$ cat src/rtl/fpga_iser8_align_pkg.sv
// Shared types and constants for the fpga_iser8 word-alignment controller.
package fpga_iser8_align_pkg;

  typedef enum logic [2:0] {
    ST_IDLE   = 3'd0,
    ST_SETTLE = 3'd1,
    ST_CHECK  = 3'd2,
    ST_SLIP   = 3'd3,
    ST_LOCKED = 3'd4,
    ST_FAIL   = 3'd5
  } align_state_t;

  localparam logic [7:0]  ALIGN_PAT_DEF    = 8'hF0;
  localparam int unsigned ALIGN_SETTLE_DEF = 4;
  localparam int unsigned ALIGN_MATCH_DEF  = 16;
  localparam int unsigned ALIGN_LOSS_DEF   = 4;

  localparam int unsigned SETTLE_W = 4;
  localparam int unsigned MATCH_W  = 8;
  localparam int unsigned LOSS_W   = 4;
  localparam int unsigned SLIP_W   = 3;

  // Last legal slip count; a mismatch here ends the attempt instead of slipping.
  localparam logic [SLIP_W-1:0] SLIP_LAST = 3'd7;

  // A training word is only usable if each of its 8 rotations is unique,
  // otherwise two bit offsets would look aligned.
  function automatic logic rotations_distinct(input logic [7:0] pat);
    logic [7:0] ri;
    logic [7:0] rj;
    logic       ok;
    ok = 1'b1;
    ri = pat;
    for (int i = 0; i < 8; i++) begin
      rj = {ri[6:0], ri[7]};
      for (int j = i + 1; j < 8; j++) begin
        if (rj == ri) ok = 1'b0;
        rj = {rj[6:0], rj[7]};
      end
      ri = {ri[6:0], ri[7]};
    end
    return ok;
  endfunction

endpackage

$ cat src/rtl/fpga_iser8_align.sv
// Word-alignment controller for one fpga_iser8 lane (parallel-clock domain).
// Issues single-cycle CALIB (bitslip) pulses until TRAIN_PAT is seen
// MATCH_CNT times in a row, then holds locked.
// Optional feature macro: FPGA_ISER8_ALIGN_MONITOR_EN -- keeps checking the
// training word while locked and restarts alignment after LOSS_CNT
// consecutive mismatches. Without it LOCKED is sticky.
module fpga_iser8_align
  import fpga_iser8_align_pkg::*;
#(
  parameter logic [7:0]  TRAIN_PAT  = ALIGN_PAT_DEF,
  parameter int unsigned SETTLE_CYC = ALIGN_SETTLE_DEF,
  parameter int unsigned MATCH_CNT  = ALIGN_MATCH_DEF,
  parameter int unsigned LOSS_CNT   = ALIGN_LOSS_DEF
) (
  input  logic       clk_par,
  input  logic       srst,
  input  logic       start,
  input  logic [7:0] q,
  output logic       calib,
  output logic       busy,
  output logic       locked,
  output logic       fail,
  output logic [2:0] slip_cnt
);

  // Reject configurations the counters or the pattern cannot support.
  if (SETTLE_CYC < 1 || SETTLE_CYC > 15 || MATCH_CNT < 1 || MATCH_CNT > 255 ||
      LOSS_CNT < 1 || LOSS_CNT > 15 || !rotations_distinct(TRAIN_PAT)) begin : g_bad_param
    $error("fpga_iser8_align: illegal parameter set");
  end

  localparam logic [SETTLE_W-1:0] SETTLE_LAST = SETTLE_W'(SETTLE_CYC - 1);
  localparam logic [MATCH_W-1:0]  MATCH_TOP   = MATCH_W'(MATCH_CNT);

  align_state_t        state;
  align_state_t        state_nxt;
  logic [SETTLE_W-1:0] settle_cnt;
  logic [SETTLE_W-1:0] settle_nxt;
  logic [MATCH_W-1:0]  match_cnt;
  logic [MATCH_W-1:0]  match_nxt;
  logic [SLIP_W-1:0]   slip_nxt;
  logic                word_ok;
  logic                calib_nxt;
  logic                busy_nxt;
  logic                locked_nxt;
  logic                fail_nxt;

`ifdef FPGA_ISER8_ALIGN_MONITOR_EN
  localparam logic [LOSS_W-1:0] LOSS_LAST = LOSS_W'(LOSS_CNT - 1);
  logic [LOSS_W-1:0] loss_cnt;
  logic [LOSS_W-1:0] loss_nxt;
`endif

  // Match counter never counts past the lock threshold.
  function automatic logic [MATCH_W-1:0] match_sat_inc(input logic [MATCH_W-1:0] c);
    return (c == MATCH_TOP) ? c : c + 1'b1;
  endfunction

  assign word_ok = (q == TRAIN_PAT);

  // State and counter register.
  always_ff @(posedge clk_par) begin
    if (srst) begin
      state      <= ST_IDLE;
      settle_cnt <= '0;
      match_cnt  <= '0;
      slip_cnt   <= '0;
`ifdef FPGA_ISER8_ALIGN_MONITOR_EN
      loss_cnt   <= '0;
`endif
    end else begin
      state      <= state_nxt;
      settle_cnt <= settle_nxt;
      match_cnt  <= match_nxt;
      slip_cnt   <= slip_nxt;
`ifdef FPGA_ISER8_ALIGN_MONITOR_EN
      loss_cnt   <= loss_nxt;
`endif
    end
  end

  // Next-state and counter update; start overrides every other transition.
  always_comb begin
    state_nxt  = state;
    settle_nxt = settle_cnt;
    match_nxt  = match_cnt;
    slip_nxt   = slip_cnt;
`ifdef FPGA_ISER8_ALIGN_MONITOR_EN
    loss_nxt   = loss_cnt;
`endif
    if (start) begin
      state_nxt  = ST_SETTLE;
      settle_nxt = '0;
      match_nxt  = '0;
      slip_nxt   = '0;
`ifdef FPGA_ISER8_ALIGN_MONITOR_EN
      loss_nxt   = '0;
`endif
    end else begin
      unique case (state)
        ST_IDLE: ;
        ST_SETTLE: begin
          if (settle_cnt == SETTLE_LAST) begin
            state_nxt  = ST_CHECK;
            settle_nxt = '0;
            match_nxt  = '0;
          end else begin
            settle_nxt = settle_cnt + 1'b1;
          end
        end
        ST_CHECK: begin
          if (word_ok) begin
            match_nxt = match_sat_inc(match_cnt);
            if (match_nxt == MATCH_TOP) state_nxt = ST_LOCKED;
          end else if (slip_cnt == SLIP_LAST) begin
            state_nxt = ST_FAIL;
          end else begin
            state_nxt = ST_SLIP;
          end
        end
        ST_SLIP: begin
          state_nxt = ST_SETTLE;
          slip_nxt  = slip_cnt + 1'b1;
        end
        ST_LOCKED: begin
`ifdef FPGA_ISER8_ALIGN_MONITOR_EN
          if (word_ok) begin
            loss_nxt = '0;
          end else if (loss_cnt == LOSS_LAST) begin
            state_nxt  = ST_SETTLE;
            settle_nxt = '0;
            match_nxt  = '0;
            slip_nxt   = '0;
            loss_nxt   = '0;
          end else begin
            loss_nxt = loss_cnt + 1'b1;
          end
`endif
        end
        ST_FAIL: ;
        default: state_nxt = ST_IDLE;
      endcase
    end
  end

  // Output decode from the upcoming state so flags line up with it; calib
  // follows the SLIP cycle and is dropped if start aborts the slip.
  always_comb begin
    calib_nxt  = (state == ST_SLIP) && !start;
    busy_nxt   = (state_nxt == ST_SETTLE) || (state_nxt == ST_CHECK) ||
                 (state_nxt == ST_SLIP);
    locked_nxt = (state_nxt == ST_LOCKED);
    fail_nxt   = (state_nxt == ST_FAIL);
  end

  // Registered outputs.
  always_ff @(posedge clk_par) begin
    if (srst) begin
      calib  <= 1'b0;
      busy   <= 1'b0;
      locked <= 1'b0;
      fail   <= 1'b0;
    end else begin
      calib  <= calib_nxt;
      busy   <= busy_nxt;
      locked <= locked_nxt;
      fail   <= fail_nxt;
    end
  end

endmodule
$ cat config.mk
export PLATFORM = sky130hd
export DESIGN_NAME = fpga_iser8_align
export DESIGN_NICKNAME = d
export VERILOG_FILES = /design/src/rtl/fpga_iser8_align_pkg.sv /design/src/rtl/fpga_iser8_align.sv
export SDC_FILE = /design/constraint.sdc
export NUM_CORES = 1
export LEC_CHECK = 0
export BUFFER_PORTS_ARGS = -buffer_cell sky130_fd_sc_hd__buf_4
export CORE_UTILIZATION = 49
export CTS_CLUSTER_SIZE = 10
export DETAILED_ROUTE_END_ITERATION = 7
export GPL_TIMING_DRIVEN = 0
export HOLD_SLACK_MARGIN = 0.08
export PLACE_DENSITY = 0.73
export SKIP_CTS_REPAIR_TIMING = 1
export SLEW_MARGIN = 20
export SYNTH_ARGS = -nofsm -noshare
export SYNTH_HDL_FRONTEND = slang
export SYNTH_SLANG_ARGS = --single-unit
$ cat constraint.sdc
create_clock -name clk_par -period 1.9 [get_ports clk_par]
set_clock_uncertainty 0.1 [all_clocks]
set_input_delay 0.095 -clock clk_par [delete_from_list [all_inputs] [get_ports clk_par]]
set_output_delay 0.095 -clock clk_par [all_outputs]
set_load 0.05 [all_outputs]
---- Word-level counts from Yosys, hierarchy flattened ----
Index checks and enable logic that the tools add are counted.
storage, ports and cells
  bits in registers ....................... 22
  input bits .............................. 11
  output and inout port bits .............. 7
  word-level logic and storage cells ...... 48
operators by class
  add/sub/neg operators ................... 3
  equal/unequal tests ..................... 17
  mux-type cells .......................... 11
  reductions and logical operators ........ 9
operators by type and width
  operator                                              count
  2-to-1 mux 8 bit                                      3
  equality test 8 x 5 -> 1 bit (second input constant)  2
  one-hot mux 8 bit (2 select lines)                    1
  equality test 3 bit (second input constant)           5
  2-to-1 mux 3 bit                                      5
  equality test 3 x 2 -> 1 bit (second input constant)  4
  one-hot mux 3 bit (4 select lines)                    1
  adder 8 x 1 -> 8 bit (second input constant)          1
  equality test 8 bit (second input constant)           1
  equality test 3 x 1 -> 1 bit (second input constant)  2
  adder 4 x 1 -> 4 bit (second input constant)          1
  equality test 4 x 2 -> 1 bit (second input constant)  1
  2-to-1 mux 4 bit                                      1
  != test 2 bit (second input constant)                 2
  adder 3 x 1 -> 3 bit (second input constant)          1
  logical NOT 3 bit                                     1
  AND reduction 3 bit                                   1
  OR reduction 3 bit                                    1
  logical OR 1 bit                                      2
  nonzero test 2 bit                                    1
  OR reduction 2 bit                                    1
  logical AND 1 bit                                     1
  logical NOT 1 bit                                     1

---- Depth between registers and ports, before layout ----
  depth in word-level cells ............... 10
  depth in mapped cells ................... 8
  depth with buffers taken out ............ 8

---- Worst setup path before layout ----
No wires, ideal clock.
  path kind ............................... register to register
  start ................................... reg slip_cnt[0]
  end ..................................... reg busy
  library setup time ...................... 0.116 ns
  arrival time ............................ 1.786 ns
  required time ........................... 1.684 ns
  path slack .............................. -0.102 ns
  cell stages (with the launch flop) ...... 8
  buffers on the path ..................... 0
  period minus slack after synthesis ...... 2.002 ns
  cell sequence ........................... dfxtp_1 ha_1 ha_1 nor3_4 o2bb2ai_2 and4b_1 a21oi_2 o211a_1
between the ends
  word-level cells in the longest chain between the ends .. 8
  elaborated cells on any way between the ends .. 10
  those cells by class .................... 4 x eq/ne; 4 x mux; 2 x reduce/logical
ends and longest elaborated chain
  what                                                                          RTL line                 text
  start: declaration                                                            fpga_iser8_align.sv:23   output logic [2:0] slip_cnt
  start signal: assignment                                                      fpga_iser8_align.sv:75   slip_cnt <= slip_nxt;
  equality test 3 bit (*)                                                       fpga_iser8_align.sv:115  end else if (slip_cnt == SLIP_LAST) begin
  2-to-1 mux 3 bit (*)                                                          fpga_iser8_align.sv:115
  2-to-1 mux 3 bit (*)                                                          fpga_iser8_align.sv:112  if (word_ok) begin
  one-hot mux 3 bit (4 select lines) (*)                                        fpga_iser8_align.sv:100  unique case (state)
  2-to-1 mux 3 bit (*)                                                          fpga_iser8_align.sv:91   if (start) begin
  equality test 3 x 1 -> 1 bit or equality test 3 x 2 -> 1 bit (tied branches)  fpga_iser8_align.sv:150  busy_nxt = (state_nxt == ST_SETTLE) || (state_nxt == ST_CHECK) ||
  logical OR 1 bit                                                              fpga_iser8_align.sv:150
  logical OR 1 bit (*)                                                          fpga_iser8_align.sv:150
  end signal: assignment                                                        fpga_iser8_align.sv:165  busy <= busy_nxt;
  end: declaration                                                              fpga_iser8_align.sv:20   output logic busy,
Every way passes the cells marked *; elsewhere a longest branch is shown, timed or not.
A chain may end at the register's enable or synchronous reset.

---- Worst setup path in the final report ----
  start ................................... reg match_cnt[0]
  end ..................................... reg busy
between the ends
  word-level cells in the longest chain between the ends .. 10
  elaborated cells on any way between the ends .. 13
  those cells by class .................... 1 x add/sub; 5 x eq/ne; 5 x mux; 2 x reduce/logical
ends and longest elaborated chain
  what                                                                          RTL line                 text
  start: declaration                                                            fpga_iser8_align.sv:39   logic [MATCH_W-1:0] match_cnt;
  start signal: assignment                                                      fpga_iser8_align.sv:74   match_cnt <= match_nxt;
  adder 8 x 1 -> 8 bit or equality test 8 x 5 -> 1 bit (tied branches)          fpga_iser8_align.sv:56   return (c == MATCH_TOP) ? c : c + 1'b1;
  2-to-1 mux 8 bit (*)                                                          fpga_iser8_align.sv:56
  equality test 8 x 5 -> 1 bit (*)                                              fpga_iser8_align.sv:114  if (match_nxt == MATCH_TOP) state_nxt = ST_LOCKED;
  2-to-1 mux 3 bit (*)                                                          fpga_iser8_align.sv:114
  2-to-1 mux 3 bit (*)                                                          fpga_iser8_align.sv:112
  one-hot mux 3 bit (4 select lines) (*)                                        fpga_iser8_align.sv:100
  2-to-1 mux 3 bit (*)                                                          fpga_iser8_align.sv:91
  equality test 3 x 1 -> 1 bit or equality test 3 x 2 -> 1 bit (tied branches)  fpga_iser8_align.sv:150
  logical OR 1 bit                                                              fpga_iser8_align.sv:150
  logical OR 1 bit (*)                                                          fpga_iser8_align.sv:150
Marks and branches as above.

==> flow_metrics.tcl <==
set metrics [dict create \
    wl_per_cell_microns 14.30 \
    row_count 17 \
    cts_htree_levels 1 \
    cts_buffers 3 \
    clkSlewWorstSetupHoldPaths_ps 110 \
    clkSinkCount 22 \
    r2r-end "busy" \
    finalSetupViolations 3 \
    vias 1126 \
    cts_root_buffer "clkbuf_4" \
    initial_core_util_pct 54.08 \
    nets 189 \
    place_inst 188 \
    post-place-ws_ps -203.0 \
    drt_iter0_drc 24 \
    syn_inst 143 \
    synth.area.top_cells "dfxtp_1, nor2_1, ha_1" \
    ys_ff_latch 22 \
    clk_latency_ps 310 \
    required_ps 2060 \
    dieWidth_microns 52.36 \
    finalCriticalPeriod_ps 1937 \
    synthFlopType "dfxtp_1" \
    start_kind "register" \
    hp-start "q[2]" \
    status "complete, but fails checks" \
    place_hpwl_mm 1.897 \
    finalCritPeriodShare_pct 101.9 \
    viasPerCell 5.630 \
    hold_slack_ps 145.2 \
    drive_gt1_share_pct 34.88 \
    finalHoldViolCount 0 \
    async_flop_share_pct 0 \
    die_area_sq_um 2741 \
    syn_to_final_growth_pct 29.31 \
    ant_nets 0 \
    grt_setup_unrepaired "yes" \
    tritoncts "yes" \
    maxSlewViolCount 0 \
    fin_area_sq_um 1607 \
    holdPathEnd "match_cnt[5]" \
    grt_pass1_wl_mm 4.312 \
    power_mw 0.7821 \
    drv_cap 0 \
    setup_ws_ps -36.85 \
    syn-cell-area_sq_um 1242 \
    gp_congestion 0.8377 \
    synth_top_family_by_area "simple AND/OR/NAND/NOR gates" \
    synth_top_area_share_pct 35.45 \
    ctsLongestPathBuffers 2 \
    ys_types 44 \
    critPathArrivalTime_ps 2100 \
    yosysMostFrequentCell "nor2_1" \
    hold_depth 5 \
    synthesis.nets 159 \
    finalWirelength_mm 2.860 \
    muxShareOfSynthArea_pct 3.323 \
    ys.warnings.count 0 \
    max_clock_freq_mhz 516.3 \
    overflow 0 \
    ios 18 \
    avgSynthCellArea_sq_um 8.688 \
    synth_compound_area_share_pct 14.70 \
    hp-class "input pin to register" \
    grt_pass1_vias 1043 \
    placed_cell_area_sq_um 1409 \
    fillCellCount 182 \
    r2r_cells 8 \
    grt_antenna_before_repair 0 \
    grt_use_total_pct 21.28 \
    setup.worst_path.class "register to register" \
    firstDrtPassIters 4 \
    vdd_drop_max_mv 0.6075 \
    drc 0 \
    synth_edf_count 0 \
    p_per_area_nw_per_um2 486.8 \
    final_cells 200 \
    end_kind "register" \
    yosys-top-cells-count "nor2_1, dfxtp_1, a21oi_1" \
    p_leak_nw 0.6712 \
    grt_max_degree 13 \
    synth_top_cell_by_area "dfxtp_1" \
    worst_pin_slew_ps 479.1 \
    tns_ps -79.26 \
    port_buffers 17 \
    ys_seq_area_share_pct 35.45 \
    yosys.area_share.adder_pct 5.035 \
    postLayoutCoreUtil_pct 69.93 \
    synthXorXnorAreaFrac_pct 4.935 \
    rr_startpoint "match_cnt[0]" \
    rrSetupSlack_ps -40 \
    synth-simple-area-share_pct 33.84 \
    violations "setup timing" \
    slew_headroom_pct 68.06 \
    coreArea_sq_um 2297 \
    die_h_microns 52.36 \
    diodes 0 \
    crit_fanout 4 \
]
[worst max-delay path by stage]
stage                       startpoint  endpoint  slack [ps]  depth (start not counted)
after CTS                 match_cnt[1]      busy        -240                          8
after global routing      match_cnt[0]  state[1]        -120                          8
after floorplan           match_cnt[0]      busy           2                          8
after detailed placement  match_cnt[1]      busy        -200                          8
after global placement    match_cnt[0]      busy        -150                          8
final                     match_cnt[0]      busy         -40                          8
[sequential cells by signal, summed over array words and instances (netlist names)]
signal and count:
slip_cnt 3, match_cnt 8, state 3, locked 1, busy 1, fail 1, calib 1, settle_cnt 4
[cell usage in the layout (no fill, tap or decap), drive strengths merged, types with 5 or more instances in the layout]
| master | n |
|---|---|
| xor2 | 6 |
| o21ai | 7 |
| nand3b | 6 |
| nor2 | 30 |
| buf | 25 |
| a21oi | 12 |
| nand2 | 6 |
| clkbuf | 5 |
| ha | 5 |
| dfxtp | 22 |
[where the power goes]
group / switching [mW] / internal [mW] / leakage (nW)
Clock: 0.138 / 0.117 / 0.0210
Sequential: 0.00328 / 0.460 / 0.183
Combinational: 0.0326 / 0.0311 / 0.467
[worst max-delay path: stages (launching register included)]
cell     delay, ps
dfxtp_4        390
inv_4           60
ha_4           120
nor4b_4        190
nand3_2        170
mux2_4         340
and4b_1        190
a21oi_2        190
o211a_1        160
[routing by layer]
metal	GRT usage, %	up-vias	part of all wire (%)
met2	35.23	33	49
met4	10.96	0	2.5
li1	-	566	-
met3	3.768	7	3.8
met1	26.02	520	45
met5	0	-	0
[cell families after synthesis]
group / Yosys count
and+or+nand+nor: 70
AOI/OAI and AO/OA: 28
DFF: 22
xor gates and xnor gates: 7
buffers and inverters: 7
adders and majority gates: 5
muxes: 4
[layout make-up]
| cell class | instances | area [sq um] | area share (%) |
|---|---|---|---|
| flip-flops and latches | 22 | 459.2 | 28.58 |
| repair buffers | 26 | 200.2 | 12.46 |
| multi-input cells | 114 | 843.3 | 52.49 |
| well taps | 28 | 35.03 | 2.181 |
| plain buffers | 2 | 15.01 | 0.9346 |
| clock buffers | 4 | 36.28 | 2.259 |
| inverters | 4 | 17.52 | 1.090 |
Power figures use the tool's default switching activity.
